[src/rtl/fifo_out_ctrl_if.sv]
// Request, status and register-file bus between the output FIFO controller and its neighbours.
interface fifo_out_ctrl_if;
    logic          wr_en;
    logic [31:0]   din;
    logic          rd_en;
    logic [31:0]   rf_en;
    logic [31:0]   rf_d;
    logic [1023:0] rf_q;
    logic [31:0]   dout;
    logic          full;
    logic          empty;
    logic [5:0]    data_count;
    logic          wr_ack;
    logic          wr_err;
    logic          rd_ack;
    logic          rd_err;

    modport master (
        output wr_en, din, rd_en, rf_q,
        input  rf_en, rf_d, dout, full, empty, data_count,
        input  wr_ack, wr_err, rd_ack, rd_err
    );

    modport slave (
        input  wr_en, din, rd_en, rf_q,
        output rf_en, rf_d, dout, full, empty, data_count,
        output wr_ack, wr_err, rd_ack, rd_err
    );
endinterface

[src/rtl/fifo_out_ctrl.sv]
// Control and read path of the 32x32 output FIFO; the storage is an external register file.
// Define FIFO_OUT_DOUT_HOLD_EN to keep dout at the last popped value between pops.
module fifo_out_ctrl #(
    parameter int unsigned DEPTH = 32
) (
    input logic           clk,
    input logic           reset_n,
    fifo_out_ctrl_if.slave bus
);
    typedef enum logic [1:0] {
        S_EMPTY = 2'd0,
        S_MID   = 2'd1,
        S_FULL  = 2'd2
    } state_t;

    state_t      state, state_next;
    logic [4:0]  wr_ptr, rd_ptr;
    logic [5:0]  count, count_next;
    logic        push_ok, pop_ok;
    logic [31:0] dout_q;
    logic        wr_ack_q, wr_err_q, rd_ack_q, rd_err_q;
    logic [31:0] head;

    assign head = bus.rf_q[{rd_ptr, 5'd0} +: 32];

    // Acceptance is gated by reset_n so rf_en stays 0 while reset is held.
    always_comb begin
        push_ok    = 1'b0;
        pop_ok     = 1'b0;
        count_next = count;
        state_next = state;
        if (reset_n) begin
            push_ok = bus.wr_en && ((state != S_FULL) || bus.rd_en);
            pop_ok  = bus.rd_en && (state != S_EMPTY);
        end
        case ({push_ok, pop_ok})
            2'b10:   count_next = count + 6'd1;
            2'b01:   count_next = count - 6'd1;
            default: count_next = count;
        endcase
        if (count_next == '0)
            state_next = S_EMPTY;
        else if (count_next == 6'(DEPTH))
            state_next = S_FULL;
        else
            state_next = S_MID;
    end

    always_ff @(posedge clk or negedge reset_n) begin
        if (!reset_n)
            state <= S_EMPTY;
        else
            state <= state_next;
    end

    always_ff @(posedge clk or negedge reset_n) begin
        if (!reset_n) begin
            wr_ptr   <= '0;
            rd_ptr   <= '0;
            count    <= '0;
            dout_q   <= '0;
            wr_ack_q <= 1'b0;
            wr_err_q <= 1'b0;
            rd_ack_q <= 1'b0;
            rd_err_q <= 1'b0;
        end else begin
            count    <= count_next;
            wr_ack_q <= push_ok;
            wr_err_q <= bus.wr_en && !push_ok;
            rd_ack_q <= pop_ok;
            rd_err_q <= bus.rd_en && !pop_ok;
            if (push_ok)
                wr_ptr <= wr_ptr + 5'd1;
            if (pop_ok) begin
                rd_ptr <= rd_ptr + 5'd1;
                dout_q <= head;
            end else begin
`ifdef FIFO_OUT_DOUT_HOLD_EN
                dout_q <= dout_q;
`else
                dout_q <= '0;
`endif
            end
        end
    end

    assign bus.rf_en      = push_ok ? (32'd1 << wr_ptr) : '0;
    assign bus.rf_d       = bus.din;
    assign bus.dout       = dout_q;
    assign bus.empty      = (state == S_EMPTY);
    assign bus.full       = (state == S_FULL);
    assign bus.data_count = count;
    assign bus.wr_ack     = wr_ack_q;
    assign bus.wr_err     = wr_err_q;
    assign bus.rd_ack     = rd_ack_q;
    assign bus.rd_err     = rd_err_q;
endmodule

[src/flat_wrapper.sv]
// flat-port wrapper written by rule: the top's interface ports become plain ports
module fifo_out_ctrl_flat 
#(
    parameter int unsigned DEPTH = 32
)
  (clk, reset_n, bus_wr_en, bus_din, bus_rd_en, bus_rf_q, bus_rf_en, bus_rf_d, bus_dout, bus_full, bus_empty, bus_data_count, bus_wr_ack, bus_wr_err, bus_rd_ack, bus_rd_err);
  fifo_out_ctrl_if bus_i ();
  input logic clk;
  input logic reset_n;
  input wire logic [$bits(bus_i.wr_en)-1:0] bus_wr_en;
  input wire logic [$bits(bus_i.din)-1:0] bus_din;
  input wire logic [$bits(bus_i.rd_en)-1:0] bus_rd_en;
  input wire logic [$bits(bus_i.rf_q)-1:0] bus_rf_q;
  output wire logic [$bits(bus_i.rf_en)-1:0] bus_rf_en;
  output wire logic [$bits(bus_i.rf_d)-1:0] bus_rf_d;
  output wire logic [$bits(bus_i.dout)-1:0] bus_dout;
  output wire logic [$bits(bus_i.full)-1:0] bus_full;
  output wire logic [$bits(bus_i.empty)-1:0] bus_empty;
  output wire logic [$bits(bus_i.data_count)-1:0] bus_data_count;
  output wire logic [$bits(bus_i.wr_ack)-1:0] bus_wr_ack;
  output wire logic [$bits(bus_i.wr_err)-1:0] bus_wr_err;
  output wire logic [$bits(bus_i.rd_ack)-1:0] bus_rd_ack;
  output wire logic [$bits(bus_i.rd_err)-1:0] bus_rd_err;
  assign bus_i.wr_en = bus_wr_en;
  assign bus_i.din = bus_din;
  assign bus_i.rd_en = bus_rd_en;
  assign bus_i.rf_q = bus_rf_q;
  assign bus_rf_en = bus_i.rf_en;
  assign bus_rf_d = bus_i.rf_d;
  assign bus_dout = bus_i.dout;
  assign bus_full = bus_i.full;
  assign bus_empty = bus_i.empty;
  assign bus_data_count = bus_i.data_count;
  assign bus_wr_ack = bus_i.wr_ack;
  assign bus_wr_err = bus_i.wr_err;
  assign bus_rd_ack = bus_i.rd_ack;
  assign bus_rd_err = bus_i.rd_err;
  fifo_out_ctrl #(.DEPTH(DEPTH)) u_core (.clk(clk), .reset_n(reset_n), .bus(bus_i));
endmodule
[config.mk]
export PLATFORM = sky130hd
export DESIGN_NAME = fifo_out_ctrl_flat
export DESIGN_NICKNAME = d
export VERILOG_FILES = /design/src/rtl/fifo_out_ctrl_if.sv /design/src/rtl/fifo_out_ctrl.sv /design/src/flat_wrapper.sv
export SDC_FILE = /design/constraint.sdc
export NUM_CORES = 1
export LEC_CHECK = 0
export ABC_AREA = 1
export BUFFER_PORTS_ARGS = -buffer_cell sky130_fd_sc_hd__buf_2
export CORE_AREA = 5 5 452 454
export DETAILED_ROUTE_END_ITERATION = 10
export DIE_AREA = 0 0 457 459
export PLACE_DENSITY = 0.3
export SLEW_MARGIN = 15
export SYNTH_ARGS = -nofsm -noshare
export SYNTH_HDL_FRONTEND = slang
export SYNTH_SLANG_ARGS = --single-unit
[constraint.sdc]
create_clock -name clk -period 3.3 [get_ports clk]
set_clock_uncertainty 0.1 [all_clocks]
set_input_delay 0.33 -clock clk [delete_from_list [all_inputs] [get_ports clk]]
set_output_delay 0.33 -clock clk [all_outputs]
set_load 0.005 [all_outputs]
==> results of run 1 <==
[worst max-delay path, delay by kind of cell, from the launching register on]
kind                   cells  cell delay [ns]
AO/OA/AOI/OAI              2             0.46
buffers and inverters      3             1.15
flip-flops                 1             0.55
AND/OR/NAND/NOR            4             0.68
[per-stage QoR]
stage                     std cells  hold slack (ns)
after global placement         5947            0.272
after floorplan                2348          -0.0656
after global routing           5963           0.0911
after CTS                      5956           0.0746
after detailed placement       5947            0.281
final                          5970            0.124
[final timing paths]
kind | start | to | slack (ns) | cells after the start
max | u_core.rd_ptr[0]$_DFFE_PN0N_ | u_core.bus.dout[13]$_DFF_PN0_ | 0.23 | 9
min | bus_wr_en | u_core.bus.wr_err$_DFF_PN0_ | 0.12 | 3
max reg2reg | u_core.rd_ptr[0]$_DFFE_PN0N_ | u_core.bus.dout[13]$_DFF_PN0_ | 0.23 | 9
min reg2reg | u_core.wr_ptr[4]$_DFFE_PN0P_ | u_core.wr_ptr[4]$_DFFE_PN0P_ | 0.39 | 1
max in group asynchronous | reset_n | u_core.rd_ptr[2]$_DFFE_PN0N_ | 1.84 | 3
min in group asynchronous | reset_n | u_core.bus.dout[20]$_DFF_PN0_ | 0.48 | 3
[flip-flops by register name, indices dropped and copies added (netlist names)]
register and count:
u_core.bus.rd_ack 1, u_core.bus.dout 32, u_core.bus.rd_err 1, u_core.rd_ptr 5, u_core.state 2, u_core.bus.wr_err 1
u_core.bus.wr_ack 1, u_core.wr_ptr 5, u_core.bus.data_count 6
[placed cells by master, fill, tap and decap left out, types with 2 or more instances in the layout]
cell type	instances
inv_8	2
xor2_1	7
o21ai_1	49
dfrtp_4	3
inv_4	2
o22ai_1	144
o211ai_1	79
diode_2	14
xnor2_1	3
nand3_1	140
ha_1	10
o21ai_0	464
a21oi_1	33
clkbuf_16	5
buf_2	1102
inv_2	2
nor2_4	2
dfrtp_1	50
buf_4	70
inv_1	36
or2_2	4
buf_6	3
nand4_1	4
nor2_1	727
or2_1	8
buf_12	21
nand2_1	321
[routing by layer]
layer	track usage (%)	share of wire, %	up-vias
met3	3.99	7.6	258
met4	2.40	2.0	68
li1	-	-	9834
met2	26.3	48	1185
met1	18.7	42	10200
met5	0	0.28	-
[cell families after synthesis]
| logic type | Yosys count | share of synthesized area [%] |
|---|---|---|
| simple gates | 1208 | 39.4 |
| compound gates | 770 | 35.2 |
| buf+inv | 296 | 12.4 |
| flops | 54 | 11.2 |
| xor+xnor | 10 | 0.727 |
| fa+ha+maj | 10 | 1.04 |
[layout make-up]
class	count	area, um^2	area share [%]
Tap cell	2656	3320	16.0
Multi-Input combinational cell	1998	9230	44.4
Clock buffer	6	139	0.668
Timing Repair Buffer	1197	6500	31.3
Antenna cell	14	35.0	0.169
Clock inverter	2	16.3	0.0782
Inverter	43	181	0.873
Sequential cell	54	1360	6.56
[power by group]
part	switching [mW]	internal [mW]	total, mW
registers	0.312	0.909	1.22
clock network	0.494	0.313	0.807
logic	11.7	4.57	16.3
total	12.5	5.79	18.3
[timing repair]
item	4_1_cts	5_1_grt
buffers inserted	0	0
hold endpoints to repair	11	0
endpoints found under the setup margin	1	2
hold buffers	1	0
gates resized for setup	1	2
==> results.md, run 1 <==
* Max Buffers Root-to-Sink at 2
* Worst-path clk slew at 0.14 ns
* WL per Instance at 27.8 um
* Worst Tran Pin Value at 1.00 ns
* Sequential share of the synthesized area at 11.2%
* Die height at between 400 and 500 um
* Clock Tree Root: clkbuf_16
* Antenna violations before repair at 134
* Most common cell in the netlist: nor2_1
* YS warnings at 0
* Yosys cell types at 28
* Clk_lat worst skew at 0.40 ns
* Largest net degree at the start of global routing at ~110
* Initial Util at under 10%
* CTS buffer count at 5
* Tot GR Track Use at 15.0%
* Setup TNS Final at 0 ns
* Crit Path Class: flop to flop
* H-tree depth at 2
* Post-route setup slack at 0.226 ns
* Dominant synthesized flop cell: dfrtp_1
* Status: completed
* Iter 0 DRT Violations at 1,552
* Placeable Area at 199,000 um^2
* Die X at 457 um
* Leak at 9.34 nW
* Leading area contributor after synthesis: nor2_1
* Final antenna-violating net count at 0
* F_max at roughly 0.33 GHz
* Via density at 3.60
* Setup crit start kind: flop
* Critical Path, Cell by Cell: inv_8 -> buf_4 -> o21ai_0 -> o22ai_1 -> nor2_1 -> nor2_1 -> buf_4 -> nor2_1 -> nor2_1
* Share of the synthesized area in the top cell type at 22.7%
* Nets at 4,369
* Dpl hpwl at around 140,000 um
* Post-Synthesis Cells at approximately 2.3k
* Rows at 164
* Post-Place Worst Slack at 0.0324 ns
* GPL Wtd Cong at 0.891
* Data arrival time of the worst path at 3.32 ns
* Mapped Avg Cell Area at 5.13 um^2
* Yosys reg bits at 54
* Total grt overflow at 0
* Share of cells above drive strength 1 at 37.0%
* Maximum fanout along the worst path at 74
* RSZ-0062 raised after global routing: false
* IO buf count at 1,103
* Hold Path Class: primary input to flop
* Final Hold Fails at 0
* Critical path's largest stage delay at ~0.64 ns
* Critical Path RT at roughly 3.6 ns
* Routed via count at 21.5k
* Worst rel slew slack at 32.6%
* Final worst-path cycle share at 93.2%
* Die Area at 210,000 um^2
* Post-Route WL at 166,000 um
* First-pass GRT wire length at 213,000 um
* Sink Count at 54
* Min Tclk post-route at 3.07 ns
* Peak supply drop at 406 uV
* Post-route cell area at 20,800 um^2
* Vias in the first global route at around 22k
* Finished Core Util at 10.4%
* Placed inst area at 20,600 um^2
* Remaining DRCs at 0
* Power after layout at 18.3 mW
* Setup violations, final at 0
* Number of flops mapped to enable cells by yosys at 0
* Area contributors post-synth: nor2_1 (23%), o21ai_0 (19%), dfrtp_1 (11%)
* Synth-to-Final Area Change at 72.5%
* Drt first pass iters at 5
* Ports at 1,168
* PD cells at around 880 nW/um^2
* CTS tree: built
* Synth cell count leaders: nor2_1 (729), o21ai_0 (464), nand2_1 (321)
* Post-synth ARST share at 100%
* Syn Std Cell Area at 12,100 um^2
* Critical Path Sink Type: flop
* Total of max-cap violations at 0
* Fillers at roughly 24k
* Fin. max-slew vios at 0
* Slowest CP cell: buf_4
* Crit path top cell by count: nor2_1
* Net count after synthesis at 3,418
(Power assumes the default switching activity.)
==> run 2: changes to the inputs <==
clock period = 3.1 ns   (was 3.3 ns; I/O delays follow)
==> run 2 against run 1 <==
  * Non-clock buffer count is 14 higher
  * Utilization is 0.090 points higher
  * Clock power is 14% higher
  * Wire length is 1.5% higher
  * Power is 6.9% higher
  * Die area stayed put
  * Setup slack worse by 0.12 ns
  * Sequential share of layout area is 0.056 points lower
  * Sequential power is 12% higher
  * Register-to-register slack worse by 0.12 ns
  * Critical path depth is 2 higher
==> results.md, run 2 (same netlist as run 1, synthesis figures left out) <==
* Status: completed (unchanged)
* Worst Tran Pin Value at 0.957 ns (was 1.00 ns)
* Setup TNS Final at 0 ns (unchanged)
* Crit Path Class: flop to flop (unchanged)
* Critical Path RT at 3.33 ns (was 3.55 ns)
* Switching power at 13.2 mW (was 12.5 mW)
* Clock network fraction of total power at 4.7% (was 4.4%)
* Total grt overflow at 0 (unchanged)
* Switch share at 67.3% (was 68.4%)
* Vias in the first global route at 22.3k (was 21.9k)
* Placeable Area at 199,000 um^2 (unchanged)
* Busiest grt layer: met2 (unchanged)
* Hold Path Class: primary input to flop (unchanged)
* Initial Util at 6.05% (unchanged)
* Power after layout at 19.6 mW (was 18.3 mW)
* Met1 GRT Util at 18.6% (was 18.7%)
* Critical path's largest stage delay at 0.62 ns (was 0.64 ns)
* Drt first pass iters at 5 (unchanged)
* Worst Hold End: u_core.bus.rd_err$_DFF_PN0_ (was u_core.bus.wr_err$_DFF_PN0_)
* Max reg flops at 32 (unchanged)
* R2R setup slack at 0.11 ns (was 0.23 ns)
* Die Area at 210,000 um^2 (unchanged)
* Rows at 164 (unchanged)
* Worst Reg2Reg Path Length in Cells at 11 (was 9)
* Peak supply drop at 500 uV (was 406 uV)
* Clk_lat worst skew at 0.39 ns (was 0.40 ns)
* Die height at 459 um (unchanged)
* Hold depth at 3 (unchanged)
* Worst rel slew slack at 36.2% (was 32.6%)
* Layout Cells excl Fill at 5,993 (was 5,970)
* Hold Startpoint: bus_rd_en (was bus_wr_en)
* PD cells at 934 nW/um^2 (was 882 nW/um^2)
* Die X at 457 um (unchanged)
* Antenna violations before repair at 128 (was 134)
* Clock Tree Root: clkbuf_16 (unchanged)
* Via density at 3.57 (was 3.60)
* WL per Instance at 28.1 um (was 27.8 um)
* RSZ-0062 raised after global routing: false (unchanged)
* Remaining DRCs at 0 (unchanged)
* Worst-path clk slew at 0.13 ns (was 0.14 ns)
* Post-Route WL at 168,000 um (was 166,000 um)
* First-pass GRT wire length at 216,000 um (was 213,000 um)
* Iter 0 DRT Violations at 1,406 (was 1,552)
* Critical path's top delay family: simple AND/OR/NAND/NOR gates (was buffers and inverters)
* FF/Latch Area at 1360 um^2 (unchanged)
* Share of cells above drive strength 1 at 37.4% (was 37.0%)
* CTS buffer count at 5 (unchanged)
* Ports at 1,168 (unchanged)
* F_max at 0.334 GHz (was 0.325 GHz)
* Worst hold slack at 0.0932 ns (was 0.124 ns)
* Internal power at 6.40 mW (was 5.79 mW)
* Critical Path, Cell by Cell: buf_16 -> buf_12 -> buf_4 -> nor2_1 -> nor2_1 -> o21ai_1 -> o211ai_1 -> o211ai_1 -> nand2_1 -> nand2_1 -> nor2_1 (was inv_8 -> buf_4 -> o21ai_0 -> o22ai_1 -> nor2_1 -> nor2_1 -> buf_4 -> nor2_1 -> nor2_1)
* Commonest non-fill, non-tap cell in the layout: buf_2 (unchanged)
* Fin. max-slew vios at 0 (unchanged)
* Final worst-path cycle share at 96.6% (was 93.2%)
* Sink Count at 54 (unchanged)
* IO buf count at 1,103 (unchanged)
* CTS tree: built (unchanged)
* Leak at 9.43 nW (was 9.34 nW)
* Maximum fanout along the worst path at 53 (was 74)
* Routed via count at 21.4k (was 21.5k)
* Combinational share of power at 88.3% (was 88.9%)
* Tot GR Track Use at 15.2% (was 15.0%)
* Dpl hpwl at 145,000 um (was 142,000 um)
* Setup violations, final at 0 (unchanged)
* Synth-to-Final Area Change at 74.0% (was 72.5%)
* Nets at 4,383 (was 4,369)
* Max Buffers Root-to-Sink at 2 (unchanged)
* Largest net degree at the start of global routing at 93 (was 112)
* GPL Wtd Cong at 0.909 (was 0.891)
* Final Hold Fails at 0 (unchanged)
* Worst R2R Start: u_core.rd_ptr[0]$_DFFE_PN0N_ (unchanged)
* Critical Path Sink Type: flop (unchanged)
* Met2 Track Usage GR at 27.4% (was 26.3%)
* Min Tclk post-route at 2.99 ns (was 3.07 ns)
* Inst Count DP at 5,958 (was 5,947)
* Finished Core Util at 10.5% (was 10.4%)
* Area occupied by multi-input gates at 9230 um^2 (about the same)
* Data arrival time of the worst path at 3.22 ns (was 3.32 ns)
* Crit path top cell by count: nor2_1 (unchanged)
* Reg-to-Reg End: u_core.bus.dout[28]$_DFF_PN0_ (was u_core.bus.dout[13]$_DFF_PN0_)
* Most frequent cells in the layout: buf_2 (1,102), nor2_1 (727), o21ai_0 (463), nand2_1 (319), o22ai_1 (144) (was buf_2 (1,102), nor2_1 (727), o21ai_0 (464), nand2_1 (321), o22ai_1 (144))
* WP buf/inv at 3 (unchanged)
* Grt met3 use at 3.76% (was 3.99%)
* Seq pwr share at 7.0% (was 6.7%)
* Slowest CP cell: dfrtp_4 (was buf_4)
* Total of max-cap violations at 0 (unchanged)
* Setup crit start kind: flop (unchanged)
* Final antenna-violating net count at 0 (unchanged)
* H-tree depth at 2 (unchanged)
* Fillers at 24.0k (about the same)
[run 2: cell types whose count changed in the layout (fill, tap and decap cells not counted), sizes merged]
cell,previous run,this run
buf,1196,1210
diode,14,23
bufinv,0,1
clkbuf,6,5
clkinvlp,1,0
inv,43,44
[run 2: worst max-delay path by stage]
stage	from	endpoint	slack, ns	cells past startpoint
5_1_grt	u_core.rd_ptr[0]$_DFFE_PN0N_	u_core.bus.dout[1]$_DFF_PN0_	0.006	9
3_3_place_gp	u_core.rd_ptr[0]$_DFFE_PN0N_	u_core.bus.dout[29]$_DFF_PN0_	-0.30	9
6_report	u_core.rd_ptr[0]$_DFFE_PN0N_	u_core.bus.dout[28]$_DFF_PN0_	0.11	11
2_1_floorplan	u_core.state[0]$_DFF_PN0_	u_core.state[1]$_DFF_PN0_	0.56	18
3_5_place_dp	u_core.rd_ptr[0]$_DFFE_PN0N_	u_core.bus.dout[29]$_DFF_PN0_	-0.33	9
4_1_cts	u_core.rd_ptr[0]$_DFFE_PN0N_	u_core.bus.dout[29]$_DFF_PN0_	0.004	9
[run 2: metrics by stage]
stage / setup slack, ns / instance area (um^2)
final: 0.106 / 21000
after global routing: 0.00593 / 20900
after CTS: 0.00407 / 20900
after detailed placement: -0.335 / 20700
after global placement: -0.295 / 20700
after floorplan: 0.556 / 12100
[run 2: timing repair]
item                                   CTS  global route
setup endpoints to repair                6             3
setup buffers                            0             3
pin swaps                                0             1
hold buffers                             1             0
endpoints found under the hold margin    1             0
gates resized for setup                  9             0
[run 2: area by class of cell]
cell class	count	share of cell area (%)
Tap cell	2656	15.8
Timing Repair Buffer	1211	31.6
Antenna cell	23	0.274
Clock inverter	3	0.227
Clock buffer	5	0.597
Sequential cell	54	6.50
Multi-Input combinational cell	1998	44.0
Inverter	43	0.907
[run 2: worst register-to-register path, delay by kind of cell, from the launching register on]
kind,cells,cell delay [ns]
compound gates,3,0.39
buf+inv,3,0.93
flops,1,0.62
simple gates,5,0.88
[run 2: power by group through the flow]
stage                     logic, mW  registers (mW)  clock network, mW
after floorplan                8.87            1.11                  0
after CTS                      18.1            1.42               1.05
after global placement         18.2            1.42                  0
final                          17.3            1.37              0.922
after global routing           19.2            1.42               1.04
after detailed placement       18.0            1.42                  0
[run 2: metal layers]
metal / wire length (um) / vias to the layer above
met5: 438 / -
met4: 2970 / 64
met3: 11400 / 250
met2: 83100 / 1112
met1: 70500 / 10100
li1: - / 9876
==> run 3: changes to the inputs <==
CTS_BUF_LIST = sky130_fd_sc_hd__clkbuf_4 sky130_fd_sc_hd__clkbuf_8   (was default)
==> run 3 against run 2 <==
  * Sequential share of layout area is essentially flat
  * Clock-buffer cell count did not move
  * Wire length about the same
  * Critical path type unchanged
  * Cell area decreased by 0.14%
  * Critical path depth shrank 2
  * Maximum frequency increased by 0.94%
  * Setup slack better by 0.028 ns
==> results.md, run 3 (same netlist as run 1, synthesis figures left out) <==
* Status: completed (unchanged)
* Largest net degree at the start of global routing at 93 (unchanged)
* Critical path's largest stage delay at 0.62 ns (about the same)
* Nets at 4,385 (was 4,383)
* Worst Tran Pin Value at 0.952 ns (was 0.957 ns)
* Clk_lat worst skew at 0.46 ns (was 0.39 ns)
* Critical Path, Cell by Cell: inv_16 -> buf_12 -> buf_16 -> nor2_1 -> o211ai_1 -> nand3_2 -> nand2_1 -> nand2_2 -> nor2_1 (was buf_16 -> buf_12 -> buf_4 -> nor2_1 -> nor2_1 -> o21ai_1 -> o211ai_1 -> o211ai_1 -> nand2_1 -> nand2_1 -> nor2_1)
* Worst R2R Start: u_core.rd_ptr[0]$_DFFE_PN0N_ (unchanged)
* Clock Tree Root: clkbuf_8 (was clkbuf_16)
* Final worst-path cycle share at 95.7% (was 96.6%)
* WL per Instance at 28.1 um (about the same)
* CTS buffer count at 5 (unchanged)
* Critical Path RT at 3.40 ns (was 3.33 ns)
* Die height at 459 um (unchanged)
* Post-Route WL at 168,000 um (about the same)
* Max reg flops at 32 (unchanged)
* Setup crit start kind: flop (unchanged)
* Crit Path Class: flop to flop (unchanged)
* Total grt overflow at 0 (unchanged)
* GPL Wtd Cong at 0.909 (unchanged)
* Critical path's top delay family: simple AND/OR/NAND/NOR gates (unchanged)
* RSZ-0062 raised after global routing: false (unchanged)
* Iter 0 DRT Violations at 1,558 (was 1,406)
* IO buf count at 1,103 (unchanged)
* Total of max-cap violations at 0 (unchanged)
* Placeable Area at 199,000 um^2 (unchanged)
* Worst-path clk slew at 0.19 ns (was 0.13 ns)
* Min Tclk post-route at 2.97 ns (was 2.99 ns)
* Critical Path Sink Type: flop (unchanged)
* Setup violations, final at 0 (unchanged)
* Dpl hpwl at 145,000 um (unchanged)
* Final antenna-violating net count at 0 (unchanged)
* First-pass GRT wire length at 216,000 um (about the same)
* Most frequent cells in the layout: buf_2 (1,102), nor2_1 (727), o21ai_0 (463), nand2_1 (319), o22ai_1 (144) (unchanged)
* H-tree depth at 2 (unchanged)
* Hold Path Class: primary input to flop (unchanged)
* Vias in the first global route at 22.3k (about the same)
* Die Area at 210,000 um^2 (unchanged)
* Worst rel slew slack at 36.5% (was 36.2%)
* Fin. max-slew vios at 0 (unchanged)
* WP buf/inv at 3 (unchanged)
* Ports at 1,168 (unchanged)
* Sink Count at 54 (unchanged)
* Data arrival time of the worst path at 3.27 ns (was 3.22 ns)
* Die X at 457 um (unchanged)
* PD cells at 929 nW/um^2 (was 934 nW/um^2)
* CTS tree: built (unchanged)
* Fillers at 24.0k (about the same)
* Maximum fanout along the worst path at 83 (was 53)
* Max Buffers Root-to-Sink at 2 (unchanged)
* Routed via count at 21.5k (was 21.4k)
* Crit path from: u_core.rd_ptr[0]$_DFFE_PN0N_ (unchanged)
* Slowest CP cell: dfrtp_4 (unchanged)
* Hold Startpoint: bus_rf_q[909] (was bus_rd_en)
* Initial Util at 6.05% (unchanged)
* Remaining DRCs at 0 (unchanged)
* Post-route cell area at 20,900 um^2 (was 21,000 um^2)
* Peak supply drop at 497 uV (was 500 uV)
* F_max at 0.337 GHz (was 0.334 GHz)
* Drt first pass iters at 5 (unchanged)
* Rows at 164 (unchanged)
* Tot GR Track Use at 15.2% (about the same)
* Commonest non-fill, non-tap cell in the layout: buf_2 (unchanged)
* Synth-to-Final Area Change at 73.7% (was 74.0%)
* Antenna violations before repair at 131 (was 128)
* Via density at 3.59 (was 3.57)
* Leak at 9.41 nW (was 9.43 nW)
* Final Hold Fails at 0 (unchanged)
* Share of cells above drive strength 1 at 37.3% (was 37.4%)
* Crit path top cell by count: nor2_1 (unchanged)
* Finished Core Util at 10.5% (about the same)
* Placed inst area at 20,700 um^2 (unchanged)
==> run 3: cell count changes in the layout (fill, tap and decap cells not counted), sizes merged <==
| cell | previous run | this run |
|---|---|---|
| diode | 23 | 24 |
| dlygate4sd3 | 1 | 3 |
==> run 3: power by group <==
group	internal (mW)	leakage (nW)	switching, mW
logic	5.04	8.66	12.3
registers	0.966	0.689	0.387
clock network	0.249	0.0593	0.502
==> run 3: cell type report <==
class                      instances  area [um^2]  area share (%)
sequential                        54         1360            6.51
antenna                           24         60.1           0.287
clock inverter                     3         47.5           0.227
timing repair buffer            1213         6660            31.8
tap                             2656         3320            15.9
multi-input combinational       1998         9230            44.1
inverter                          43          190           0.908
clock buffer                       5         68.8           0.329
==> run 3: worst paths after layout <==
check	to	slack, ns	depth (start not counted)
max	u_core.bus.dout[29]$_DFF_PN0_	0.13	9
min	u_core.bus.dout[13]$_DFF_PN0_	0.27	7
max reg2reg	u_core.bus.dout[29]$_DFF_PN0_	0.13	9
min reg2reg	u_core.wr_ptr[4]$_DFFE_PN0P_	0.40	1
max in group asynchronous	u_core.rd_ptr[0]$_DFFE_PN0N_	1.79	3
min in group asynchronous	u_core.wr_ptr[1]$_DFFE_PN0P_	0.49	3
==> run 3: per-layer routing <==
metal / track usage, % / vias to the layer above / routed length, um
li1: - / 9877 / -
met1: 18.6 / 10100 / 69700
met2: 27.4 / 1197 / 82900
met3: 3.76 / 252 / 12100
met4: 2.21 / 62 / 3270
met5: 0 / - / 384
==> run 3: metrics by stage <==
step | instances | power, mW | setup TNS [ns] | hold WS (ns) | worst slack, ns
2_1_floorplan | 2348 | 9.97 | 0 | -0.0856 | 0.556
3_3_place_gp | 5958 | 19.6 | -0.750 | 0.371 | -0.295
3_5_place_dp | 5958 | 19.4 | -0.566 | 0.375 | -0.335
4_1_cts | 5972 | 20.5 | 0 | 0.169 | 0.0264
5_1_grt | 5984 | 21.5 | 0 | 0.263 | 0.0145
6_report | 5996 | 19.5 | 0 | 0.265 | 0.133
==> run 3: worst register-to-register path: cells and delay by family (launching register included) <==
family	cells	cell delay [ns]
AOI/OAI and AO/OA	1	0.34
buffers and inverters	3	0.88
DFF	1	0.62
and+or+nand+nor	5	0.98
==> run 3: repair_timing <==
item,4_1_cts,5_1_grt
buffers inserted,3,0
hold buffers,3,0
endpoints found under the setup margin,6,1
pin swaps,0,0
gates resized for setup,7,1
endpoints found under the hold margin,56,0
